--- src/rtl/lsu.sv ---
// lsu: rv32i load/store unit, one handshaked word-bus access per request.
// Decodes width/alignment up front; reports misaligned, illegal and timeout.
module lsu #(
  parameter int ADDR_W  = 30,
  parameter int TIMEOUT = 255
) (
  input  logic              clk,
  input  logic              rst,
  input  logic              start,
  input  logic              is_store,
  input  logic [2:0]        funct3,
  input  logic [31:0]       addr,
  input  logic [31:0]       wdata,
  input  logic [4:0]        rd,
  output logic              busy,
  output logic              done,
  output logic [1:0]        err,
  output logic              wb_en,
  output logic [4:0]        wb_rd,
  output logic [31:0]       wb_data,
  output logic              mem_req,
  output logic              mem_we,
  output logic [ADDR_W-1:0] mem_addr,
  output logic [3:0]        mem_be,
  output logic [31:0]       mem_wdata,
  input  logic [31:0]       mem_rdata,
  input  logic              mem_ack
);

  localparam int CW = (TIMEOUT < 2) ? 1 : $clog2(TIMEOUT);

  typedef enum logic [1:0] {
    IDLE,
    REQ,
    DONE
  } state_t;

  state_t        state;
  logic [2:0]    f3_q;
  logic [1:0]    off_q;
  logic          st_q;
  logic [4:0]    rd_q;
  logic [CW-1:0] cnt;

  logic          illegal;
  logic          misal;
  logic [3:0]    be;
  logic [31:0]   wd;
  logic [31:0]   lane;
  logic [31:0]   ld;

  always_comb begin
    if (is_store) illegal = funct3[2] || (funct3[1:0] == 2'b11);
    else illegal = (funct3 == 3'b011) || (funct3[2:1] == 2'b11);
    misal = ((funct3[1:0] == 2'b01) && addr[0]) ||
            ((funct3[1:0] == 2'b10) && (addr[1:0] != 2'b00));
    be = 4'b1111;
    wd = wdata;
    unique case (funct3[1:0])
      2'b00: begin
        be = 4'b0001 << addr[1:0];
        wd = {4{wdata[7:0]}};
      end
      2'b01: begin
        be = 4'b0011 << addr[1:0];
        wd = {2{wdata[15:0]}};
      end
      default: begin
        be = 4'b1111;
        wd = wdata;
      end
    endcase
  end

  // shift the addressed lane down to bit 0, then extend by width/sign
  always_comb begin
    lane = mem_rdata >> {off_q, 3'b000};
    ld = lane;
    unique case (1'b1)
      f3_q == 3'b000: ld = {{24{lane[7]}}, lane[7:0]};
      f3_q == 3'b001: ld = {{16{lane[15]}}, lane[15:0]};
      f3_q == 3'b100: ld = {24'b0, lane[7:0]};
      f3_q == 3'b101: ld = {16'b0, lane[15:0]};
      default:        ld = lane;
    endcase
  end

  always_ff @(posedge clk) begin
    if (rst) begin
      state     <= IDLE;
      f3_q      <= '0;
      off_q     <= '0;
      st_q      <= 1'b0;
      rd_q      <= '0;
      cnt       <= '0;
      busy      <= 1'b0;
      done      <= 1'b0;
      err       <= '0;
      wb_en     <= 1'b0;
      wb_rd     <= '0;
      wb_data   <= '0;
      mem_req   <= 1'b0;
      mem_we    <= 1'b0;
      mem_addr  <= '0;
      mem_be    <= '0;
      mem_wdata <= '0;
    end else begin
      done    <= 1'b0;
      err     <= '0;
      wb_en   <= 1'b0;
      wb_rd   <= '0;
      wb_data <= '0;
      unique case (state)
        IDLE: begin
          if (start) begin
            f3_q  <= funct3;
            off_q <= addr[1:0];
            st_q  <= is_store;
            rd_q  <= rd;
            busy  <= 1'b1;
            if (illegal || misal) begin
              state <= DONE;
              done  <= 1'b1;
              wb_rd <= rd;
              err   <= illegal ? 2'b10 : 2'b01;
            end else begin
              state     <= REQ;
              cnt       <= '0;
              mem_req   <= 1'b1;
              mem_we    <= is_store;
              mem_addr  <= addr[ADDR_W+1:2];
              mem_be    <= be;
              mem_wdata <= wd;
            end
          end
        end
        REQ: begin
          if (mem_ack || (cnt == CW'(TIMEOUT - 1))) begin
            state     <= DONE;
            done      <= 1'b1;
            wb_rd     <= rd_q;
            mem_req   <= 1'b0;
            mem_we    <= 1'b0;
            mem_addr  <= '0;
            mem_be    <= '0;
            mem_wdata <= '0;
            if (mem_ack) begin
              wb_en   <= !st_q && (rd_q != 5'd0);
              wb_data <= st_q ? 32'h0 : ld;
            end else begin
              err <= 2'b11;
            end
          end else begin
            cnt <= cnt + 1'b1;
          end
        end
        DONE: begin
          state <= IDLE;
          busy  <= 1'b0;
        end
        default: state <= IDLE;
      endcase
    end
  end

endmodule
--- config.mk ---
export PLATFORM = sky130hd
export DESIGN_NAME = lsu
export DESIGN_NICKNAME = d
export VERILOG_FILES = /design/src/rtl/lsu.sv
export SDC_FILE = /design/constraint.sdc
export NUM_CORES = 1
export LEC_CHECK = 0
export ABC_AREA = 1
export BUFFER_PORTS_ARGS = -buffer_cell sky130_fd_sc_hd__buf_2
export CAP_MARGIN = 5
export CORE_MARGIN = 2
export CORE_UTILIZATION = 35
export DETAILED_ROUTE_END_ITERATION = 8
export PLACE_DENSITY_LB_ADDON = 0.05
export RECOVER_POWER = 50
export SYNTH_ARGS = -nofsm -noshare
export SYNTH_HDL_FRONTEND = slang
export SYNTH_SLANG_ARGS = --single-unit
--- constraint.sdc ---
create_clock -name clk -period 1.53 [get_ports clk]
set_input_delay 0.306 -clock clk [delete_from_list [all_inputs] [get_ports clk]]
set_output_delay 0.306 -clock clk [all_outputs]
set_load 0.05 [all_outputs]
# == After elaboration in Yosys (flattened, before gate mapping) ==
# Index checks and enable logic that the tools add are counted.
# word_totals
inputBits,109
wordCells,109
out_inout_bits,110
register_bits,131
# classes
bitwise_logic,3
mux,47
n_eq_ne,15
n_reduce_logical,23
addsub,1
shifts,3
# ops
op,n
32-bit one-hot mux with 2 select lines,2
32-bit one-hot mux with 4 select lines,1
32-bit two-way mux,3
30-bit two-way mux,3
30-bit one-hot mux with 2 select lines,1
32-bit by 5-bit right shift with 32-bit output,1
8-bit two-way mux,3
2-bit two-way mux,8
4-bit one-hot mux with 2 select lines,2
8-bit one-hot mux with 2 select lines,1
5-bit two-way mux,3
4-bit two-way mux,3
1-bit two-way mux,10
5-bit one-hot mux with 2 select lines,1
"8-bit by 1-bit adder with 8-bit output, second input constant",1
"2-bit == test, second input constant",4
"8-bit == test, second input constant",1
"2-bit inequality test, second input constant",4
1-bit one-hot mux with 2 select lines,4
2-bit one-hot mux with 2 select lines,2
4-bit AND reduction,2
"3-bit == test, second input constant",2
2-bit AND reduction,3
2-bit nonzero test,3
14 further kinds,24

# == Logic depth before layout (Yosys ltp) ==
# depth
word_depth,7
mapped_depth,11
depth_no_buf,9

# == Worst setup path after synthesis ==
# OpenSTA, ideal clock, no wires.
# synth_path
path_type,input-to-reg
from,in funct3[1]
to,reg mem_wdata[10]
path_stages,11
required_time_ps,1398
t_arrival_ps,1323
path_buffers,3
setup_time_ps,132
slack_ps,75
path_cell_list,buf_6 -> inv_4 -> nand2_1 -> nand2_1 -> nand3_2 -> nand2_1 -> nand3_2 -> buf_6 -> buf_6 -> nand2_1 -> a21oi_1
# synth_via
elab_chain_len,6
# synth_rtl
element,line,source
"start, declared",11,"input logic [2:0] funct3,"
"3-bit by 2-bit == test with 1-bit output, or another cell as far along",54,else illegal = (funct3 == 3'b011) || (funct3[2:1] == 2'b11);
"1-bit logical OR, or another cell as far along",54,
1-bit two-way mux or 1-bit logical OR (tied branches),"53, 55",
1-bit logical OR,121,if (illegal || misal) begin
2-bit inequality test (no line),-,
4-bit AND reduction (no line),-,
"end signal, assigned",133,mem_wdata <= wd;
"end, declared",25,"output logic [31:0] mem_wdata,"
# Parallel ways exist; a longest one is shown, timed or not. The select of a mux whose other input is x is not followed.
# A chain may end at the register's enable or synchronous reset.

# == Final worst setup path ==
# layout_path
from,reg cnt[0]
to,reg mem_addr[12]
# layout_via
elab_chain_len,4
# layout_rtl
element,line,source
"start, declared",43,logic [CW-1:0] cnt;
"start signal, assigned",154,cnt <= cnt + 1'b1;
8-bit == test,138,if (mem_ack || (cnt == CW'(TIMEOUT - 1))) begin
1-bit logical OR,138,
2-bit inequality test (no line),-,
4-bit AND reduction (no line),-,
"end signal, assigned",131,mem_addr <= addr[ADDR_W+1:2];
"end, declared",23,"output logic [ADDR_W-1:0] mem_addr,"
# No other way between the ends.

==> metrics <==
Comb power frac approximately 22%; status finished with violations; syn_area_per_cell between 7 and 8 sq um; drt total wl between 15 and 20 mm; vias in the first global route 5,683; clock input transition at the sequential cells of the worst setup and hold paths about 60 ps; Detail Route Antenna Nets 0; Max Cap Viol 0; DR vias just over 6,000; Mapped Cells between 700 and 800; Pwr Total roughly 9.6 mW; GRT Util Overall 20.53%; FMAX between 600 and 700 MHz; worst hold stages 3; R2R cell count 11; Reg2Reg Setup Slack -10 ps; CP Class reg -> reg; critical path fanouts, max 8; worst-margin pin slew around 480 ps; initial core utilization between 30% and 40%; Nets about 1,200; Area contributors post-synth dfxtp_1 46%, nand2_1 14%, a21oi_1 9.5%; most common cell after layout, fill and taps aside buf_2; Crit path arrival time between 1500 and 2000 ps; final setup margin -12.96 ps; startpoint class of the critical path flop; 1st-pass router iterations 5; Final setup viols 10; Hold Violations, Final 0; Slew headroom about two thirds; clock latency on the worst-skew pair about 420 ps; hold crit path type in -> reg; Mapped Nets 908; CTS Root Cell clkbuf_16; Internal Power 6.638 mW; DR iter-0 viols roughly 410; Cell Rows 46; core area approximately 16,000 sq um; clock sink total 131; GP Congestion roughly 0.81; I/O Pins 219; Post-DP HPWL 12.89 mm; die area approximately 17,000 sq um; diodes inserted 0; DRC Markers 0; Clk pwr share between 30% and 40%; Syn. warnings 0; CTS hold repair buffers 0; Yosys cell types 31; die width between 100 and 150 um; Net Switching between 2 and 3 mW; placed cell areas about 7400 sq um; register share of total power 38.1%; drt wl/cell 14.76 um; top-area cell type share of the netlist area a little under half; sw frac 30.53%; initial antenna violation count 0; endpoint type of the worst setup path flop; Worst Hold Slack between 150 and 200 ps; worst vdd ir between 0.0008 and 0.0009 V; Slew Viols, Final 0; Required @ worst endpoint 1810 ps; Num CTS Buffers 17; Die Y between 100 and 150 um; failing checks setup timing; RSZ-0062 raised after global routing yes; largest net degree at the start of global routing 93; Post-Syn Area approximately 5700 sq um; CTS tree built; first-pass GRT wire length around 29 mm; design area around 8300 sq um; ratio of final minimum period to clock period 100.8%; commonest cells after routing, fill and taps aside 218 x buf_2, 179 x nand2_1, 128 x dfxtp_1, 107 x a21oi_1, 104 x nand3_1; H-tree depth 4; IO Port Bufs approximately 220; clock buffer depth 2; fin util ~52%; P_leak 4.009 nW; Clock Skews ~7.9 ps; DR vias/cell around 4.9; GRT Residual Overflow 0; dominant cell type by area after synthesis dfxtp_1; share of layout cells above drive strength 1 a little over a third; Seq/Total Area, Yosys between 40% and 50%; minimum clock period around 1500 ps; Area Overhead vs Synth 44.77%; TNS Setup -63.59 ps; PwrDens about 1200 nW/um^2; Yosys reg bits roughly 130
-- cell type report --
type | instances | area, sq um
repair buffers | 290 | 1902
flip-flops and latches | 131 | 2626
clock buffers | 21 | 460.4
fillers | 1596 | 7665
inverters | 62 | 235.2
clock inverters | 10 | 85.08
multi-input cells | 549 | 2699
well taps | 216 | 270.3
-- metal layers --
| metal | wire length, um | GRT usage [%] | vias up |
|---|---|---|---|
| met2 | 8655 | 32.90 | 233 |
| li1 | - | - | 3147 |
| met4 | 225 | 5.495 | 0 |
| met1 | 8480 | 26.46 | 2814 |
| met5 | 0 | 0 | - |
| met3 | 1518 | 7.074 | 19 |
-- flip-flops by register name, summed over array words and instances (netlist names), 2 cells and up --
name / cells
cnt: 8
err: 2
f3_q: 3
mem_addr: 30
mem_be: 4
mem_wdata: 32
off_q: 2
rd_q: 5
state: 2
wb_data: 32
wb_rd: 5
-- Yosys cell counts --
cell,number
xnor2_1,1
o21bai_1,1
o22ai_1,7
buf_4,5
nand2_2,2
nor2_4,1
clkbuf_1,25
o21ai_0,33
nand3_1,104
o21a_1,2
buf_6,5
dfxtp_1,131
buf_2,19
ha_1,2
nor3_1,1
buf_1,1
or2_2,10
o211ai_1,6
a21oi_1,109
inv_1,58
inv_4,1
nor2_1,31
clkinv_1,1
nor2_2,1
a31oi_1,7
xor2_1,2
nand4_1,16
a22oi_1,1
nand2_1,209
nand3_2,3
inv_2,2
-- cell families after synthesis --
kind of cell / share of synthesized area (%)
AO/OA/AOI/OAI: 15.27
XOR/XNOR: 0.4596
adder cells (fa/ha/maj): 0.4376
buffers and inverters: 9.125
flip-flops: 45.86
AND/OR/NAND/NOR: 28.84
-- path summary, 6_finish.rpt --
check	start	end
setup / recovery	cnt[0]$_SDFFE_PP0P_	mem_addr[12]$_SDFFE_PP0P_
hold / removal	rd[1]	rd_q[1]$_SDFFE_PP0P_
hold reg to reg	mem_wdata[8]$_SDFFE_PP0P_	mem_wdata[8]$_SDFFE_PP0P_
setup reg to reg	cnt[0]$_SDFFE_PP0P_	mem_addr[12]$_SDFFE_PP0P_
-- what timing repair did --
item / 4_1_cts / 5_1_grt
pin swaps: 0 / 4
setup endpoints to repair: 3 / 107
resized for setup: 0 / 46
setup buffers: 0 / 3
cloned: 0 / 8
-- critical path: stages, from the launching register on --
cell	delay, ps
dfxtp_2	320
inv_2	70
ha_4	130
nand2_4	40
nor2_4	110
nand2_2	70
nand2_2	90
nand3_4	100
clkbuf_16	190
clkbuf_16	170
nand2_2	50
a21oi_1	50
-- through the flow --
step | std cells | worst slack (ps)
final | 1279 | -12.96
after global routing | 1279 | -84.92
after CTS | 1268 | -1.169
after detailed placement | 1237 | -48.20
after global placement | 1237 | -7.669
after floorplan | 797 | 74.87
-- power groups by stage --
stage / registers (mW) / clock network (mW) / logic (mW)
2_1_floorplan: 4.10 / 0 / 0.825
6_report: 3.64 / 3.79 / 2.12
5_1_grt: 3.66 / 4.03 / 2.30
4_1_cts: 3.63 / 3.89 / 1.93
3_3_place_gp: 3.70 / 0 / 1.93
3_5_place_dp: 3.71 / 0 / 1.92
(Power assumes the default switching activity.)
